--- config.mk ---
export PLATFORM = sky130hd
export DESIGN_NAME = ahb_arbiter_param
export DESIGN_NICKNAME = d
export VERILOG_FILES = /design/src/rtl/ahb_pkg.sv /design/src/rtl/ahb_arb_picker.sv /design/src/rtl/ahb_arbiter_param.sv
export SDC_FILE = /design/constraint.sdc
export NUM_CORES = 1
export LEC_CHECK = 0
export ABC_CLOCK_PERIOD_IN_PS = 2500
export BUFFER_PORTS_ARGS = -buffer_cell sky130_fd_sc_hd__buf_2
export CORE_MARGIN = 2
export CORE_UTILIZATION = 53
export CTS_BUF_LIST = sky130_fd_sc_hd__clkbuf_2
export CTS_CLUSTER_DIAMETER = 150
export DETAILED_ROUTE_END_ITERATION = 10
export PLACE_DENSITY = 0.79
export SYNTH_ARGS = -nofsm -noshare
export SYNTH_HDL_FRONTEND = slang
export SYNTH_SLANG_ARGS = --single-unit
--- constraint.sdc ---
create_clock -name HCLK -period 2.5 [get_ports HCLK]
set_clock_uncertainty 0.05 [all_clocks]
set_input_delay 0.125 -clock HCLK [delete_from_list [all_inputs] [get_ports HCLK]]
set_output_delay 0.125 -clock HCLK [all_outputs]
set_load 0.01 [all_outputs]
--- src/rtl/ahb_pkg.sv ---
// Shared AHB-2 encodings and burst helpers for the bus arbiter.
package ahb_pkg;

  localparam int unsigned HTRANS_W = 2;
  localparam int unsigned HBURST_W = 3;
  localparam int unsigned HRESP_W  = 2;
  localparam int unsigned BEAT_W   = 4;

  typedef enum logic [HTRANS_W-1:0] {
    TR_IDLE   = 2'b00,
    TR_BUSY   = 2'b01,
    TR_NONSEQ = 2'b10,
    TR_SEQ    = 2'b11
  } htrans_e;

  typedef enum logic [HBURST_W-1:0] {
    BU_SINGLE = 3'd0,
    BU_INCR   = 3'd1,
    BU_WRAP4  = 3'd2,
    BU_INCR4  = 3'd3,
    BU_WRAP8  = 3'd4,
    BU_INCR8  = 3'd5,
    BU_WRAP16 = 3'd6,
    BU_INCR16 = 3'd7
  } hburst_e;

  typedef enum logic [HRESP_W-1:0] {
    RS_OKAY  = 2'b00,
    RS_ERROR = 2'b01,
    RS_RETRY = 2'b10,
    RS_SPLIT = 2'b11
  } hresp_e;

  // Beats in a fixed burst; undefined-length INCR reports 1 so it never pins the grant.
  function automatic logic [BEAT_W:0] burst_len(input logic [HBURST_W-1:0] hburst);
    case (hburst)
      BU_WRAP4,  BU_INCR4:  burst_len = 5'd4;
      BU_WRAP8,  BU_INCR8:  burst_len = 5'd8;
      BU_WRAP16, BU_INCR16: burst_len = 5'd16;
      default:              burst_len = 5'd1;
    endcase
  endfunction

endpackage

--- src/rtl/ahb_arb_picker.sv ---
// Combinational rotate-priority picker: first set request at or after ptr (or from 0).
module ahb_arb_picker #(
  parameter int unsigned N     = 4,
  parameter int unsigned IDX_W = 2
) (
  input  logic [N-1:0]     req,
  input  logic [IDX_W-1:0] ptr,
  input  logic             rr_en,
  output logic [N-1:0]     grant,
  output logic [IDX_W-1:0] index
);

  logic found;
  int   start;

  // Upper segment [start..N-1] first, then wrap around from 0.
  always_comb begin
    grant = '0;
    index = '0;
    found = 1'b0;
    start = rr_en ? int'(ptr) : 0;
    for (int i = 0; i < int'(N); i++) begin
      if (!found && req[i] && (i >= start)) begin
        found    = 1'b1;
        grant[i] = 1'b1;
        index    = IDX_W'(i);
      end
    end
    for (int i = 0; i < int'(N); i++) begin
      if (!found && req[i]) begin
        found    = 1'b1;
        grant[i] = 1'b1;
        index    = IDX_W'(i);
      end
    end
  end

endmodule

--- src/rtl/ahb_arbiter_param.sv ---
// Parametrised AHB-2 arbiter: burst-aware, lock hold, SPLIT masking, bounded INCR tenure.
module ahb_arbiter_param
  import ahb_pkg::*;
#(
  parameter int unsigned NUM_MASTERS    = 4,
  parameter int unsigned MASTER_BITS    = 4,
  parameter int unsigned RR_MODE        = 1,
  parameter int unsigned DEFAULT_MASTER = 0,
  parameter int unsigned MAX_TENURE     = 16
) (
  input  logic                   HCLK,
  input  logic                   HRESET,
  input  logic [NUM_MASTERS-1:0] HBUSREQ,
  input  logic [NUM_MASTERS-1:0] HLOCK,
  input  logic [NUM_MASTERS-1:0] HSPLIT,
  input  logic [HTRANS_W-1:0]    HTRANS,
  input  logic [HBURST_W-1:0]    HBURST,
  input  logic                   HREADY,
  input  logic [HRESP_W-1:0]     HRESP,
  output logic [NUM_MASTERS-1:0] HGRANT,
  output logic [MASTER_BITS-1:0] HMASTER,
  output logic                   HMASTLOCK
);

  localparam int unsigned IDX_W = $clog2(NUM_MASTERS);
  localparam int unsigned TEN_W = 16;
  localparam logic [NUM_MASTERS-1:0] DEFAULT_OH = NUM_MASTERS'(1) << DEFAULT_MASTER;

  logic [IDX_W-1:0]       gnt_idx_q, gnt_idx_n;
  logic [NUM_MASTERS-1:0] grant_n;
  logic [MASTER_BITS-1:0] master_n;
  logic                   mlock_n;
  logic [BEAT_W-1:0]      r_q, r_next;
  logic [TEN_W-1:0]       ten_q, ten_n;
  logic [NUM_MASTERS-1:0] split_q, split_n, split_set;
  logic [IDX_W-1:0]       ptr_q, ptr_n;
  logic                   rs_pend_q, rs_pend_n;

  logic                   accept, rs_first, lock_hold, permit, forced;
  logic [NUM_MASTERS-1:0] eligible, others, cand, pick_oh;
  logic [IDX_W-1:0]       pick_idx;

  ahb_arb_picker #(
    .N     (NUM_MASTERS),
    .IDX_W (IDX_W)
  ) u_picker (
    .req   (cand),
    .ptr   (ptr_q),
    .rr_en (RR_MODE != 0),
    .grant (pick_oh),
    .index (pick_idx)
  );

  // Arbitration qualifiers and candidate set.
  always_comb begin
    accept    = HREADY && (HTRANS == TR_NONSEQ || HTRANS == TR_SEQ);
    rs_first  = !HREADY && (HRESP == RS_RETRY || HRESP == RS_SPLIT);
    lock_hold = HLOCK[gnt_idx_q] && HBUSREQ[gnt_idx_q];

    r_next = r_q;
    if (rs_first)
      r_next = '0;
    else if (HREADY && HTRANS == TR_NONSEQ)
      r_next = BEAT_W'(burst_len(HBURST) - 5'd1);
    else if (HREADY && HTRANS == TR_SEQ && r_q != '0)
      r_next = r_q - BEAT_W'(1);

    permit   = HREADY && (rs_pend_q || ((r_next <= BEAT_W'(1)) && !lock_hold));
    eligible = HBUSREQ & ~split_q;
    others   = eligible & ~HGRANT;
    forced   = (MAX_TENURE != 0) && (ten_q >= TEN_W'(MAX_TENURE)) &&
               (HBURST == BU_INCR) && (others != '0);
    cand     = forced ? others : eligible;
  end

  // Next-state for grant, owner, counters and split mask.
  always_comb begin
    grant_n   = HGRANT;
    gnt_idx_n = gnt_idx_q;
    ptr_n     = ptr_q;
    ten_n     = ten_q;
    master_n  = HMASTER;
    mlock_n   = HMASTLOCK;
    split_set = '0;
    rs_pend_n = rs_pend_q;

    if (accept && ten_q != '1)
      ten_n = ten_q + TEN_W'(1);

    if (permit) begin
      if (cand == '0) begin
        grant_n   = DEFAULT_OH;
        gnt_idx_n = IDX_W'(DEFAULT_MASTER);
      end else begin
        grant_n   = pick_oh;
        gnt_idx_n = pick_idx;
      end
      if (gnt_idx_n != gnt_idx_q) begin
        ten_n = '0;
        if (cand != '0)
          ptr_n = (pick_idx == IDX_W'(NUM_MASTERS - 1)) ? '0 : pick_idx + IDX_W'(1);
      end
    end

    // Owner follows the grant one accepted address phase later.
    if (HREADY) begin
      master_n = MASTER_BITS'(gnt_idx_q);
      mlock_n  = HLOCK[gnt_idx_q];
    end

    if (rs_first && HRESP == RS_SPLIT) begin
      for (int unsigned i = 0; i < NUM_MASTERS; i++) begin
        if (HMASTER == MASTER_BITS'(i))
          split_set[i] = 1'b1;
      end
    end
    split_n = (split_q | split_set) & ~HSPLIT;

    if (rs_first)
      rs_pend_n = 1'b1;
    else if (HREADY)
      rs_pend_n = 1'b0;
  end

  always_ff @(posedge HCLK) begin
    if (HRESET) begin
      HGRANT    <= DEFAULT_OH;
      gnt_idx_q <= IDX_W'(DEFAULT_MASTER);
      HMASTER   <= MASTER_BITS'(DEFAULT_MASTER);
      HMASTLOCK <= 1'b0;
      r_q       <= '0;
      ten_q     <= '0;
      split_q   <= '0;
      ptr_q     <= '0;
      rs_pend_q <= 1'b0;
    end else begin
      HGRANT    <= grant_n;
      gnt_idx_q <= gnt_idx_n;
      HMASTER   <= master_n;
      HMASTLOCK <= mlock_n;
      r_q       <= r_next;
      ten_q     <= ten_n;
      split_q   <= split_n;
      ptr_q     <= ptr_n;
      rs_pend_q <= rs_pend_n;
    end
  end

endmodule
==> impl_metrics.toml <==
[outcome]
status = "finished, violations left"
violations = "negative setup slack"

[worst_setup_path]
crit_fanout = 4
crit_start = "split_q[1]"
crit_type = "register to register"
startpoint_type = "register"
crit_chain = "nor3b_4 > o41ai_4 > buf_4 > o311a_1 > o21ai_1 > a211oi_2 > xnor2_2 > a21boi_2 > mux2_4"
cp.arrival_ns = 2.84
endpoint_kind = "register"
cp_slowest_cell = "dfxtp_4"
slowest_delay_ns = 0.44
required_ns = 2.75
reg2reg_from = "split_q[1]"

[synthesis]
ys.flop_type = "dfxtp_1"
synth-edff-count = 0
syn_area_sq_um = 2110
synthCells = 234
synth_top_area_share = 0.342
yosysTopAreaCell = "dfxtp_1"
avgSynthCellArea_sq_um = 9.00
synth-seq-area-share = 0.342
synth_seq_cells = 36
synthArstFlopShare = 0
yosysUniqueCellTypes = 55
yosys_warnings = 0
synth_area_leaders = "dfxtp_1 (34%), nor3_2 (4.3%), nor2_1 (3.9%), xor2_1 (3.7%), nor3_1 (3.3%)"

[final_layout]
final-seq-area_sq_um = 736
drive_gt1_frac = 0.389
multi_input_area_sq_um = 1480
nets = 327
fillers = 223
area_growth_pct = 37.8
diodes = 0

[timing]
fin_crit_ns = 2.59
finalSetupViolations = 18
rsz0062_at_grt = "true"
tightest_slew_ns = 0.613
clock.fmax_mhz = 386
holdWs_ns = 0.0628
final_max_slew_viol_count = 0
slew_headroom = 0.591
hold_viol_final = 0
fin_crit_sh = 1.04
setup_ws_ns = -0.0891

[clock_network]
tritoncts = "yes"
clkLatencyLatePin_ns = 0.39
cts-root-buf = "clkbuf_2"
clock-sinks = 36
clk_pin_slew_ns = 0.19
clock_path_buffers = 2
cts.htree.levels = 2
numCtsBuffers = 5

[hold_path]
min_from = "HTRANS[0]"
min_path_type = "input port to register"

[global_routing]
antenna_found_initial = 0
first_global_vias = 2039
grt-ovfl-total = 0
grt_start_max_net_pins = 24
grt.met1_usage = 0.306
use_met2 = 0.481
grt_pass1_wl_mm = 9.07
grt_usage = 0.270
grtUsageMet3 = 0.0507
grt_busiest_layer = "met2"

[detailed_routing]
avgRoutedWirePerCell_um = 18.1
via_per_inst = 6.09
ant_nets = 0
drcViolationCount = 0
routed_wl_mm = 6.35
dr.pass1.iters = 4
vias = 2138
drtIter0Drc = 194

[floorplan]
rows = 22
die_w_um = 67.1
fp.dieArea_sq_um = 4500
start_util = 0.563
core_area_sq_um = 3740
fp.dieH_um = 67.1
io_pins = 31

[placed_design]
dp_slack_ns = -0.134
gp_congestion = 0.840
dpl.hpwl_mm = 3.44
portBuffers = 28

[power]
pwr_density_cell_nw_per_um2 = 459
leakagePower_uw = 0.00118
p_sw_uw = 406
ir_drop_v = 0.000306
p_int_uw = 925
pwr-share-clk = 0.276
combinationalPowerShare = 0.260
switching_share = 0.305
p_seq_frac = 0.464

[job]
max_cap_viol_count = 0
==> state kept, by name, indices dropped and copies added, names as in the netlist <==
name / cells
HMASTER: 2
HMASTLOCK: 1
split_q: 4
ten_q: 16
rs_pend_q: 1
ptr_q: 2
r_q: 4
gnt_idx_q: 2
HGRANT: 4
==> cells by family (layout without fill, tap and decap cells) <==
| logic type | after synthesis | after routing | share of synthesized area |
|---|---|---|---|
| simple gates | 97 | 97 | 0.273 |
| compound gates | 47 | 47 | 0.191 |
| flops | 36 | 36 | 0.342 |
| buf+inv | 26 | 94 | 0.0540 |
| xor+xnor | 17 | 17 | 0.0742 |
| mux | 7 | 7 | 0.0457 |
| fa+ha+maj | 3 | 3 | 0.0178 |
| other cells | 1 | 2 | 0.00178 |
==> placed cells by master (no fill, tap or decap), types with 3 or more instances in the layout <==
| cell type | count |
|---|---|
| buf_4 | 32 |
| dfxtp_1 | 28 |
| buf_2 | 28 |
| nor2_1 | 22 |
| inv_1 | 17 |
| nand2_1 | 14 |
| nor3_1 | 9 |
| xor2_1 | 9 |
| a21oi_1 | 8 |
| nor3_2 | 7 |
| nor3_4 | 7 |
| dfxtp_2 | 6 |
| nand3_1 | 6 |
| xnor2_1 | 6 |
| clkbuf_2 | 6 |
| dlygate4sd3_1 | 6 |
| o21ai_0 | 5 |
| and3_1 | 5 |
| nand2b_1 | 4 |
| nor3b_4 | 4 |
| o311ai_4 | 4 |
| mux2i_1 | 4 |
| nand4_1 | 4 |
| and3b_1 | 3 |
| a22oi_1 | 3 |
| ha_1 | 3 |
==> power by group through the flow <==
stage	registers, uW	clock network (uW)	logic, uW
finish	618	367	346
global route	620	392	371
CTS	615	371	285
detailed placement	625	0	253
global placement	624	0	249
floorplan	624	0	170
==> cells in the mapped netlist, types with 4 or more instances <==
cell type,instances
xor2_1,9
nand4_1,4
nand2_1,14
o21ai_0,7
dfxtp_1,36
xnor2_1,7
nor3b_2,5
inv_1,17
a21oi_1,8
mux2i_1,4
nor2_1,22
and3_1,5
clkbuf_1,4
nand3_1,6
nand2b_1,4
nor3_2,9
nor3_1,14
==> worst max-delay path, delay by kind of cell, from the launching register on <==
kind,cells,cell delay (ns)
flip-flops,1,0.44
buffers and inverters,1,0.25
AND/OR/NAND/NOR,1,0.07
multiplexers,1,0.31
AO/OA/AOI/OAI,5,1.22
XOR/XNOR,1,0.15
==> what timing repair did <==
item / 4_1_cts / 5_1_grt
resized for setup: 13 / 30
pin swaps: 10 / 15
setup endpoints to repair: 14 / 24
buffers inserted: 6 / 6
hold endpoints to repair: 5 / 0
hold buffers: 6 / 0
cloned: 0 / 1
==> final timing paths <==
path,end,cells past startpoint,slack (ns)
min,r_q[0],3,0.06
max,ptr_q[0],9,-0.09
max reg2reg,ptr_q[0],9,-0.09
min reg2reg,split_q[0],2,0.51
==> area by class of cell <==
type	instances	area share
clock inverters	2	0.0121
inverters	17	0.0220
flip-flops and latches	36	0.253
clock buffers	6	0.0103
multi-input cells	173	0.510
repair buffers	69	0.171
well taps	48	0.0207
==> metal layers <==
| metal | wire (um) | vias up |
|---|---|---|
| met4 | 345 | 0 |
| met3 | 488 | 41 |
| met5 | 0 | - |
| met1 | 2370 | 999 |
| li1 | - | 985 |
| met2 | 3140 | 113 |
==> per-stage QoR <==
stage,util,instances,total power (uW),setup TNS (ns),instance area [sq um]
after global routing,0.775,351,1380,-2.44,2900
after floorplan,-,235,794,0,2110
after detailed placement,0.651,324,878,-0.333,2440
after global placement,0.651,324,873,-0.0606,2440
after CTS,0.718,344,1270,0,2690
final,0.775,351,1330,-1.23,2900
Power figures use the tool's default switching activity.
